[config.mk]
export PLATFORM = sky130hd
export DESIGN_NAME = fwd_hazard_unit
export DESIGN_NICKNAME = d
export VERILOG_FILES = /design/src/rtl/fwd_hazard_unit.sv
export SDC_FILE = /design/constraint.sdc
export NUM_CORES = 1
export LEC_CHECK = 0
export BUFFER_PORTS_ARGS = -buffer_cell sky130_fd_sc_hd__buf_2
export CAP_MARGIN = 20
export CORE_MARGIN = 2
export CORE_UTILIZATION = 45
export DETAILED_ROUTE_END_ITERATION = 7
export PLACE_DENSITY = 0.81
export SLEW_MARGIN = 40
export SYNTH_ARGS = -nofsm -noshare
export SYNTH_HDL_FRONTEND = slang
export SYNTH_SLANG_ARGS = --single-unit
[constraint.sdc]
create_clock -name i_clk -period 7.6 [get_ports i_clk]
set_clock_uncertainty 0.1 [all_clocks]
set_input_delay 0.38 -clock i_clk [delete_from_list [all_inputs] [get_ports i_clk]]
set_output_delay 0.38 -clock i_clk [all_outputs]
set_load 0.01 [all_outputs]
[src/rtl/fwd_hazard_unit.sv]
// Operand forwarding and load-use hazard unit for the integer pipeline.
// Forward selects are purely combinational from the producer stages; a
// per-register load scoreboard holds ID (and bubbles EX) until a load's
// result becomes forwardable, and a saturating counter tracks stall cycles.
module fwd_hazard_unit #(
  parameter int NUM_STAGES = 2,
  parameter int LOAD_LAT   = 1,
  parameter int CNTW       = 32,
  parameter int SELW       = $clog2(NUM_STAGES + 1)
) (
  input  logic                    i_clk,
  input  logic                    i_reset,
  input  logic [31:0]             i_instr_ID,
  input  logic                    i_id_valid,
  input  logic                    i_id_uses_rs1,
  input  logic                    i_id_uses_rs2,
  input  logic                    i_id_is_load,
  input  logic [31:0]             i_instr_EX,
  input  logic                    i_ex_valid,
  input  logic [5*NUM_STAGES-1:0] i_stg_rd,
  input  logic [NUM_STAGES-1:0]   i_stg_wren,
  input  logic [NUM_STAGES-1:0]   i_stg_jump,
  input  logic                    i_flush,
  output logic [SELW-1:0]         o_fwd_a_sel,
  output logic [SELW-1:0]         o_fwd_b_sel,
  output logic                    o_pc_four_a,
  output logic                    o_pc_four_b,
  output logic                    o_stall_id,
  output logic                    o_bubble_ex,
  output logic [CNTW-1:0]         o_stall_cnt
);

  localparam int PW = $clog2(LOAD_LAT + 1);

  logic [4:0] ex_rs1, ex_rs2;
  logic [4:0] id_rs1, id_rs2, id_rd;

  assign ex_rs1 = i_instr_EX[19:15];
  assign ex_rs2 = i_instr_EX[24:20];
  assign id_rs1 = i_instr_ID[19:15];
  assign id_rs2 = i_instr_ID[24:20];
  assign id_rd  = i_instr_ID[11:7];

  // Opcode/funct bits are not needed here; fold them into a sink.
  logic unused_instr_bits;
  assign unused_instr_bits = ^{i_instr_ID[31:25], i_instr_ID[14:12], i_instr_ID[6:0],
                               i_instr_EX[31:25], i_instr_EX[14:0]};

  // Forward select: scan oldest to youngest so the lowest matching stage wins.
  always_comb begin
    o_fwd_a_sel = '0;
    o_fwd_b_sel = '0;
    o_pc_four_a = 1'b0;
    o_pc_four_b = 1'b0;
    for (int k = NUM_STAGES - 1; k >= 0; k--) begin
      if (i_ex_valid && i_stg_wren[k] && (i_stg_rd[5*k +: 5] != 5'd0)) begin
        if (i_stg_rd[5*k +: 5] == ex_rs1) begin
          o_fwd_a_sel = SELW'(k + 1);
          o_pc_four_a = i_stg_jump[k];
        end
        if (i_stg_rd[5*k +: 5] == ex_rs2) begin
          o_fwd_b_sel = SELW'(k + 1);
          o_pc_four_b = i_stg_jump[k];
        end
      end
    end
  end

  // pend[r] != 0: r's load data cannot yet be forwarded to the next EX entrant.
  logic [PW-1:0] pend [32];
  logic          last_ld_v;
  logic [4:0]    last_ld_rd;

  logic rs1_busy, rs2_busy;
  logic issue, ld_issue, kill_ld;

  // Hazard detect and issue qualification from registered scoreboard state.
  always_comb begin
    rs1_busy    = i_id_uses_rs1 && (id_rs1 != 5'd0) && (pend[id_rs1] != '0);
    rs2_busy    = i_id_uses_rs2 && (id_rs2 != 5'd0) && (pend[id_rs2] != '0);
    o_stall_id  = i_id_valid && !i_flush && (rs1_busy || rs2_busy);
    o_bubble_ex = o_stall_id;
    issue       = i_id_valid && !o_stall_id && !i_flush;
    ld_issue    = issue && i_id_is_load && (id_rd != 5'd0);
    // A flush kills the load that issued last cycle (now in EX).
    kill_ld     = i_flush && last_ld_v;
  end

  // Scoreboard update: kill beats a fresh set, which beats the countdown.
  always_ff @(posedge i_clk) begin
    if (i_reset) begin
      for (int r = 0; r < 32; r++) pend[r] <= '0;
    end else begin
      for (int r = 1; r < 32; r++) begin
        if (kill_ld && (last_ld_rd == 5'(r)))
          pend[r] <= '0;
        else if (ld_issue && (id_rd == 5'(r)))
          pend[r] <= PW'(LOAD_LAT);
        else if (pend[r] != '0)
          pend[r] <= pend[r] - 1'b1;
      end
    end
  end

  // Remember the load that issued this cycle so a flush next cycle can undo it.
  always_ff @(posedge i_clk) begin
    if (i_reset) begin
      last_ld_v  <= 1'b0;
      last_ld_rd <= 5'd0;
    end else begin
      last_ld_v  <= ld_issue;
      last_ld_rd <= id_rd;
    end
  end

  // Saturating count of stalled cycles.
  always_ff @(posedge i_clk) begin
    if (i_reset)
      o_stall_cnt <= '0;
    else if (o_stall_id && (o_stall_cnt != '1))
      o_stall_cnt <= o_stall_cnt + 1'b1;
  end

endmodule

After elaboration in Yosys (flattened, before gate mapping) --
Memories as Yosys holds them, arrays and structs flattened. Index checks and enable logic that the tools add are counted.
Word-level totals: output and inout port bits 40, memories kept 1, RAM bits 32, bits of input ports 86, word-level logic and storage cells 765, bits in registers 38
Memory list:
- pend | depth 32, width 1, rd ports 33, clocked after memory_dff 0, wr ports 32, RTL line 70 | logic [PW-1:0] pend [32];
Operators by class: eq/ne operators 67, add/sub/neg operators 32, bitwise gates (word level) 93, multiplexer cells 483, reductions and logical operators 86
Operators with widths (count):
- 2-to-1 mux 1 bit | 475
- equality test 5 bit (second input constant) | 32
- bitwise OR 1 bit | 93
- equality test 5 x 4 -> 1 bit (second input constant) | 16
- logical AND 1 bit | 78
- equality test 5 x 3 -> 1 bit (second input constant) | 8
- adder 32 x 1 -> 32 bit (second input constant) | 1
- inequality test 32 bit (second input constant) | 1
- subtractor 1 bit (second input constant) | 31
- nonzero test 5 bit | 5
- equality test 5 x 2 -> 1 bit (second input constant) | 4
- equality test 5 bit | 4
- 2-to-1 mux 2 bit | 8
- equality test 5 x 1 -> 1 bit (second input constant) | 2
- logical NOT 1 bit | 2
- logical OR 1 bit | 1

Depth between registers and ports, before layout --
Gate-level depths: netlist of the first run.
depth in word-level cells 17, depth in mapped cells 10, mapped depth without buffers 6

Worst setup path before layout of the first run --
OpenSTA, ideal clock, no wires.
path kind input-to-output, start in i_instr_ID[15], end out o_stall_id, buffers on the path 5, required time 7.120 ns, data arrival time 2.535 ns, cell stages on the path 10, slack 4.585 ns, cells stage by stage buf_4 mux4_2 mux4_2 o22ai_1 o32a_1 buf_4 buf_2 buf_2 nor2_1 buf_4
Between the ends: cells in the longest elaborated chain, start to end 5, elaborated cells on any way between the ends 6, those cells by class reduce/logical: 5; memory: 1
Ends and longest elaborated chain:
- start: declaration | RTL line 13 | input logic [31:0] i_instr_ID,
- branches (longest 2 deep; another with memory read (32 x 1 bit))
- logical AND 1 bit * | RTL line 79 | rs1_busy = i_id_uses_rs1 && (id_rs1 != 5'd0) && (pend[id_rs1] != '0);
- logical OR 1 bit * | RTL line 81 | o_stall_id = i_id_valid && !i_flush && (rs1_busy || rs2_busy);
- logical AND 1 bit * | RTL line 81
- end: declaration | RTL line 28 | output logic o_stall_id,
Mark *: on every way between the ends.

==> results.md, run 1 <==
* Status: finished clean
* Post-DRT Antenna Nets at 0
* Synthesized flop and latch total at 69
* Cts bufs inserted at 9
* Filler Cells Inserted at 976
* Area growth from synthesis to final layout at 13.10%
* Largest net degree at the start of global routing at 91
* Final slew viol count at 0
* Initial core utilization at 46.60%
* Yosys warns at 0
* Synth Instances at 526
* I/O pins at 126
* Syn Area/Cell at 9.187 sq um
* Hpwl dp at 9418 um
* Sequential area share after synthesis at 35.01%
* Inst Count DP at 712
* Initial DRC count at 323
* Clk slew on worst S/H paths at 0.08 ns
* Initial antenna violation count at 0
* Achievable Freq at 258.7 MHz
* Max_cap viols at 0
* Vias in the first global route at 4350
* Final setup fails at 0
* Most common cell after layout, fill and taps aside: buf_2
* Slew of the pin with the lowest slew margin at 0.7610 ns
* CP Capture Type: flip-flop
* CTS tree: yes
* R2r worst-path depth at 6
* Min Hold Slack at 0.2458 ns
* Final core utilization at 52.70%
* CTS sink count at 69
* Die width at 107.6 um
* Yosys cell types at 54
* # rows at 37
* Final wirelength at 12910 um
* Number of port buffers at 86
* Layout Cells excl Fill at 728
* Clock Path Buffers at 2
* Post-CTS Repair Setup Buffers at 0
* GRT Util Overall at 22.72%
* Sequential Area at 1692 sq um
* Type of the tightest min-delay check: in2reg
* Worst EP required at 7.53 ns
* Post-CTS Hold Fix Bufs at 0
* Mapped Area at 4832 sq um
* Critical Path Start Type: flip-flop
* Clock insertion delay at the later pin of the skew report at 0.35 ns
* Fin crit share at 50.86%
* Vias per inst at 6.196
* Multi-input logic area at 2949 sq um
* First drt pass iteration count at 5
* Min Tclk post-route at 3.866 ns
* Pwr per Cell Area at 150.3 nW/um^2
* Crit path DAT at 3.80 ns
* Async set or reset register ratio after synthesis at 0%
* Crit path max fanout at 53
* Top FF cell, synth: dfxtp_1
* Mapped Nets at 613
* Final TNS setup at 0 ns
* Share of layout cells above drive strength 1 at 27.70%
* DRC at 0
* H-tree levels at 3
* Commonest non-fill, non-tap cells in the layout: 86 x buf_2, 59 x nor3_1, 57 x nor2_1, 38 x dfxtp_1, 31 x edfxtp_1
* Wire per inst at 17.73 um
* Die Ht at 107.6 um
* First-pass GRT wire length at 21090 um
* VDD IR-drop max at 0.1159 mV
* Slew headroom at 49.21%
* WS Path Type: reg2reg
* Gr ovfl total at 0
* Routed vias at 4511
* Die area at 11580 sq um
* Hold Path Depth at 2
* Core Region at 10370 sq um
* Unrepaired setup endpoints after global routing: no
* CTS resizes at 0
* Routability Congestion at 0.8904
* Post-synth EDFFs at 31
* Static Leak at 1.940 nW
* Diodes inserted at 0
* # nets final at 674
* Hold Vio Cnt, Final at 0
* CTS root buf: clkbuf_8
cell usage after synthesis (5+ instances only):
| cell type | instances | area share [%] |
|---|---|---|
| buf_1 | 5 | 0.39 |
| nor3_1 | 59 | 6.1 |
| clkbuf_1 | 23 | 1.8 |
| mux4_2 | 15 | 7.0 |
| xor2_1 | 8 | 1.5 |
| or2_2 | 5 | 0.65 |
| o21ai_0 | 9 | 0.93 |
| nand2b_1 | 9 | 1.2 |
| nand4_1 | 7 | 0.91 |
| edfxtp_1 | 31 | 19 |
| or3_1 | 12 | 1.6 |
| xnor2_1 | 12 | 2.2 |
| o31ai_2 | 10 | 2.6 |
| nor2b_1 | 25 | 3.2 |
| or4_1 | 12 | 1.9 |
| nand3_1 | 22 | 2.3 |
| dfxtp_1 | 38 | 16 |
| and3_1 | 5 | 0.65 |
| a21oi_1 | 13 | 1.3 |
| nand2_1 | 17 | 1.3 |
| nor4_1 | 17 | 2.2 |
| o31ai_1 | 28 | 4.4 |
| nor2_1 | 57 | 4.4 |
| mux2_2 | 19 | 4.4 |
final cells by class:
cell class / instances / share of cell area [%]
Clock buffer: 11 / 2.404
Clock inverter: 5 / 0.9386
Inverter: 4 / 0.2747
Multi-Input combinational cell: 414 / 53.96
Sequential cell: 69 / 30.95
Tap cell: 136 / 3.114
Timing Repair Buffer: 89 / 8.356
report_power, final:
| group | total [mW] | leakage [nW] | switching (mW) | internal, mW |
|---|---|---|---|---|
| Combinational | 0.126 | 1.21 | 0.0753 | 0.0504 |
| Sequential | 0.408 | 0.639 | 0.0109 | 0.397 |
| Clock | 0.288 | 0.0924 | 0.138 | 0.150 |
| Total | 0.822 | 1.94 | 0.224 | 0.597 |
state kept, by name, indices dropped and copies added (netlist names):
register / cells
last_ld_rd: 5
pend: 31
o_stall_cnt: 32
last_ld_v: 1
layer usage:
layer | vias up | GRT usage (%) | routed length (um)
li1 | 2137 | - | -
met2 | 182 | 39.62 | 6574
met3 | 23 | 5.690 | 1067
met1 | 2169 | 27.35 | 5047
met4 | 0 | 7.326 | 220
met5 | - | 0 | 0
metrics by stage:
step	setup slack, ns	power (mW)	instance area (sq um)
floorplan	4.585	0.5049	4832
global placement	3.220	0.5333	5268
detailed placement	3.488	0.5402	5279
CTS	3.766	0.8255	5461
global route	3.546	0.8523	5465
finish	3.734	0.8216	5465
final timing paths:
| path | start | endpoint | slack (ns) |
|---|---|---|---|
| worst min register to register | o_stall_cnt[29] | o_stall_cnt[29] | 0.39 |
| worst min-delay path | i_instr_ID[10] | last_ld_rd[3] | 0.25 |
| worst max register to register | pend[31] | pend[17] | 3.73 |
| worst max-delay path | pend[31] | pend[17] | 3.73 |
worst max-delay path, stage by stage (launching register included):
cell and delay, ns:
edfxtp_1 0.45, mux4_2 0.50, mux4_2 0.48, o22ai_1 0.20, o32a_4 0.55, nand3_2 0.73
o31ai_1 0.53
kinds of logic (layout without fill, tap and decap cells):
logic type	count (synthesis)	in the layout	share of synthesized area (%)
xor+xnor	20	20	3.625
mux	38	38	12.25
fa+ha+maj	1	1	0.2589
buf+inv	43	109	4.220
compound gates	81	81	12.90
simple gates	274	274	31.75
flops	69	69	35.01
(Power assumes the default switching activity.)
==> run 2: changes to the inputs <==
==> constraint.sdc (replaced) <==
create_clock -name i_clk -period 3.6 [get_ports i_clk]
set_clock_uncertainty 0.1 [all_clocks]
set_input_delay 0.18 -clock i_clk [delete_from_list [all_inputs] [get_ports i_clk]]
set_output_delay 0.18 -clock i_clk [all_outputs]
set_load 0.01 [all_outputs]
==> results.md, run 2 (synthesized netlist as in run 1, its figures left out) <==
* Hold Vio Cnt, Final at 0
* CTS sink count at 69
* Final setup fails at 0
* Min Hold Slack at 0.03477 ns
* Pwr per Cell Area at 306.1 nW/um^2
* Clk slew on worst S/H paths at 0.07 ns
* First drt pass iteration count at 4
* # nets final at 676
* GRT Util Overall at 22.97%
* Static Leak at 1.934 nW
* Vias in the first global route at 4503
* CTS root buf: clkbuf_8
* Slew headroom at 45.30%
* Final core utilization at 52.49%
* Post-CTS Hold Fix Bufs at 0
* Hpwl dp at 9501 um
* Critical Path Slowest Stage Cell: mux4_2
* Slew of the pin with the lowest slew margin at 0.8205 ns
* Largest net degree at the start of global routing at 50
* Final slew viol count at 0
* CP peak stage delay at 0.50 ns
* Gr ovfl total at 0
* Critical Path Start Type: flip-flop
* CTS tree: yes
* Crit path max fanout at 47
* Initial DRC count at 255
* Achievable Freq at 307.3 MHz
* # rows at 37
* Final TNS setup at 0 ns
* Clock Path Buffers at 2
* Clock insertion delay at the later pin of the skew report at 0.35 ns
* Die width at 107.6 um
* CP cell instances: mux4_2 -> mux4_2 -> o22ai_1 -> o32a_2 -> buf_4 -> nor2_1 -> buf_2
* Area growth from synthesis to final layout at 12.64%
* Crit path DAT at 2.97 ns
* Die area at 11580 sq um
* Wire per inst at 17.73 um
* Critical Path Source: pend[21]
* Min Tclk post-route at 3.255 ns
* Commonest non-fill, non-tap cells in the layout: 86 x buf_2, 59 x nor3_1, 57 x nor2_1, 38 x dfxtp_1, 31 x edfxtp_1
* Final wirelength at 12960 um
* Vias per inst at 6.204
* Core Region at 10370 sq um
* Post-CTS Repair Setup Buffers at 0
* First-pass GRT wire length at 21400 um
* Share of layout cells above drive strength 1 at 27.95%
* WS Path Type: reg2out
* Worst reg2reg path startpoint: pend[21]
* Flip-flop count of the largest register after layout at 32
* VDD IR-drop max at 0.1846 mV
* Status: finished clean
* Max_cap viols at 0
* Hold_sp: i_instr_ID[9]
* Type of the tightest min-delay check: in2reg
* Cts bufs inserted at 9
* Initial antenna violation count at 0
* Worst EP required at 3.32 ns
* Reg with most FFs: o_stall_cnt
* Worst path most repeated cell: mux4_2
* I/O pins at 126
* Die Ht at 107.6 um
* Initial core utilization at 46.60%
* Most common cell after layout, fill and taps aside: buf_2
* H-tree levels at 3
* Unrepaired setup endpoints after global routing: no
* Routability Congestion at 0.9450
* Fin crit share at 90.40%
* CTS resizes at 0
* Routed vias at 4535
* DRC at 0
* CP Capture Type: primary output
* Largest registers: o_stall_cnt (32), pend (31), last_ld_rd (5)
* Post-DRT Antenna Nets at 0
* Number of port buffers at 86
## run 2: cell types whose count changed in the layout (fill, tap and decap cells not counted)
| cell | change |
|---|---|
| buf_4 | +3 |
| buf_6 | -1 |
| bufinv_16 | -1 |
| clkbuf_1 | -1 |
| clkinv_1 | +1 |
| clkinv_2 | +1 |
| diode_2 | +1 |
| o32a_2 | +1 |
| o32a_4 | -1 |
## run 2: final timing paths
| check | to | slack (ns) | depth (start not counted) |
|---|---|---|---|
| setup / recovery | o_bubble_ex | 0.35 | 7 |
| hold / removal | last_ld_rd[2] | 0.03 | 2 |
| setup reg to reg | pend[25] | 0.57 | 7 |
| hold reg to reg | o_stall_cnt[26] | 0.39 | 2 |
## run 2: per-stage QoR
stage / setup WS (ns) / instance area [sq um] / instances / power (mW)
2_1_floorplan: 0.8383 / 4832 / 526 / 1.066
3_3_place_gp: 0.6109 / 5283 / 714 / 1.126
3_5_place_dp: 0.5323 / 5283 / 714 / 1.139
4_1_cts: 0.3781 / 5440 / 730 / 1.668
5_1_grt: 0.2609 / 5440 / 730 / 1.729
6_report: 0.3454 / 5443 / 731 / 1.666
## run 2: metal layers
metal,vias to the layer above,global-route usage (%),routed length [um]
li1,2148,-,-
met5,-,0,0
met3,32,6.114,1134
met1,2151,27.19,5088
met4,0,7.875,306
met2,204,40.12,6434
## run 2: critical path, delay by kind of cell (launching register included)
kind / cells / cell delay, ns
multiplexers: 2 / 0.96
buffers and inverters: 2 / 0.59
AO/OA/AOI/OAI: 2 / 0.47
flip-flops: 1 / 0.46
AND/OR/NAND/NOR: 1 / 0.13
## run 2: power breakdown
part	total [mW]	switching, mW	internal (mW)
Sequential	0.862	0.0240	0.838
Clock	0.540	0.298	0.242
Combinational	0.264	0.158	0.106
Total	1.67	0.480	1.19
## run 2: area by class of cell
type | count | area, sq um
diodes | 1 | 2.502
clock buffers | 10 | 127.6
clock inverters | 6 | 30.03
fillers | 952 | 4927
inverters | 4 | 15.01
multi-input cells | 414 | 2938
flip-flops and latches | 69 | 1692
well taps | 136 | 170.2
repair buffers | 91 | 467.9
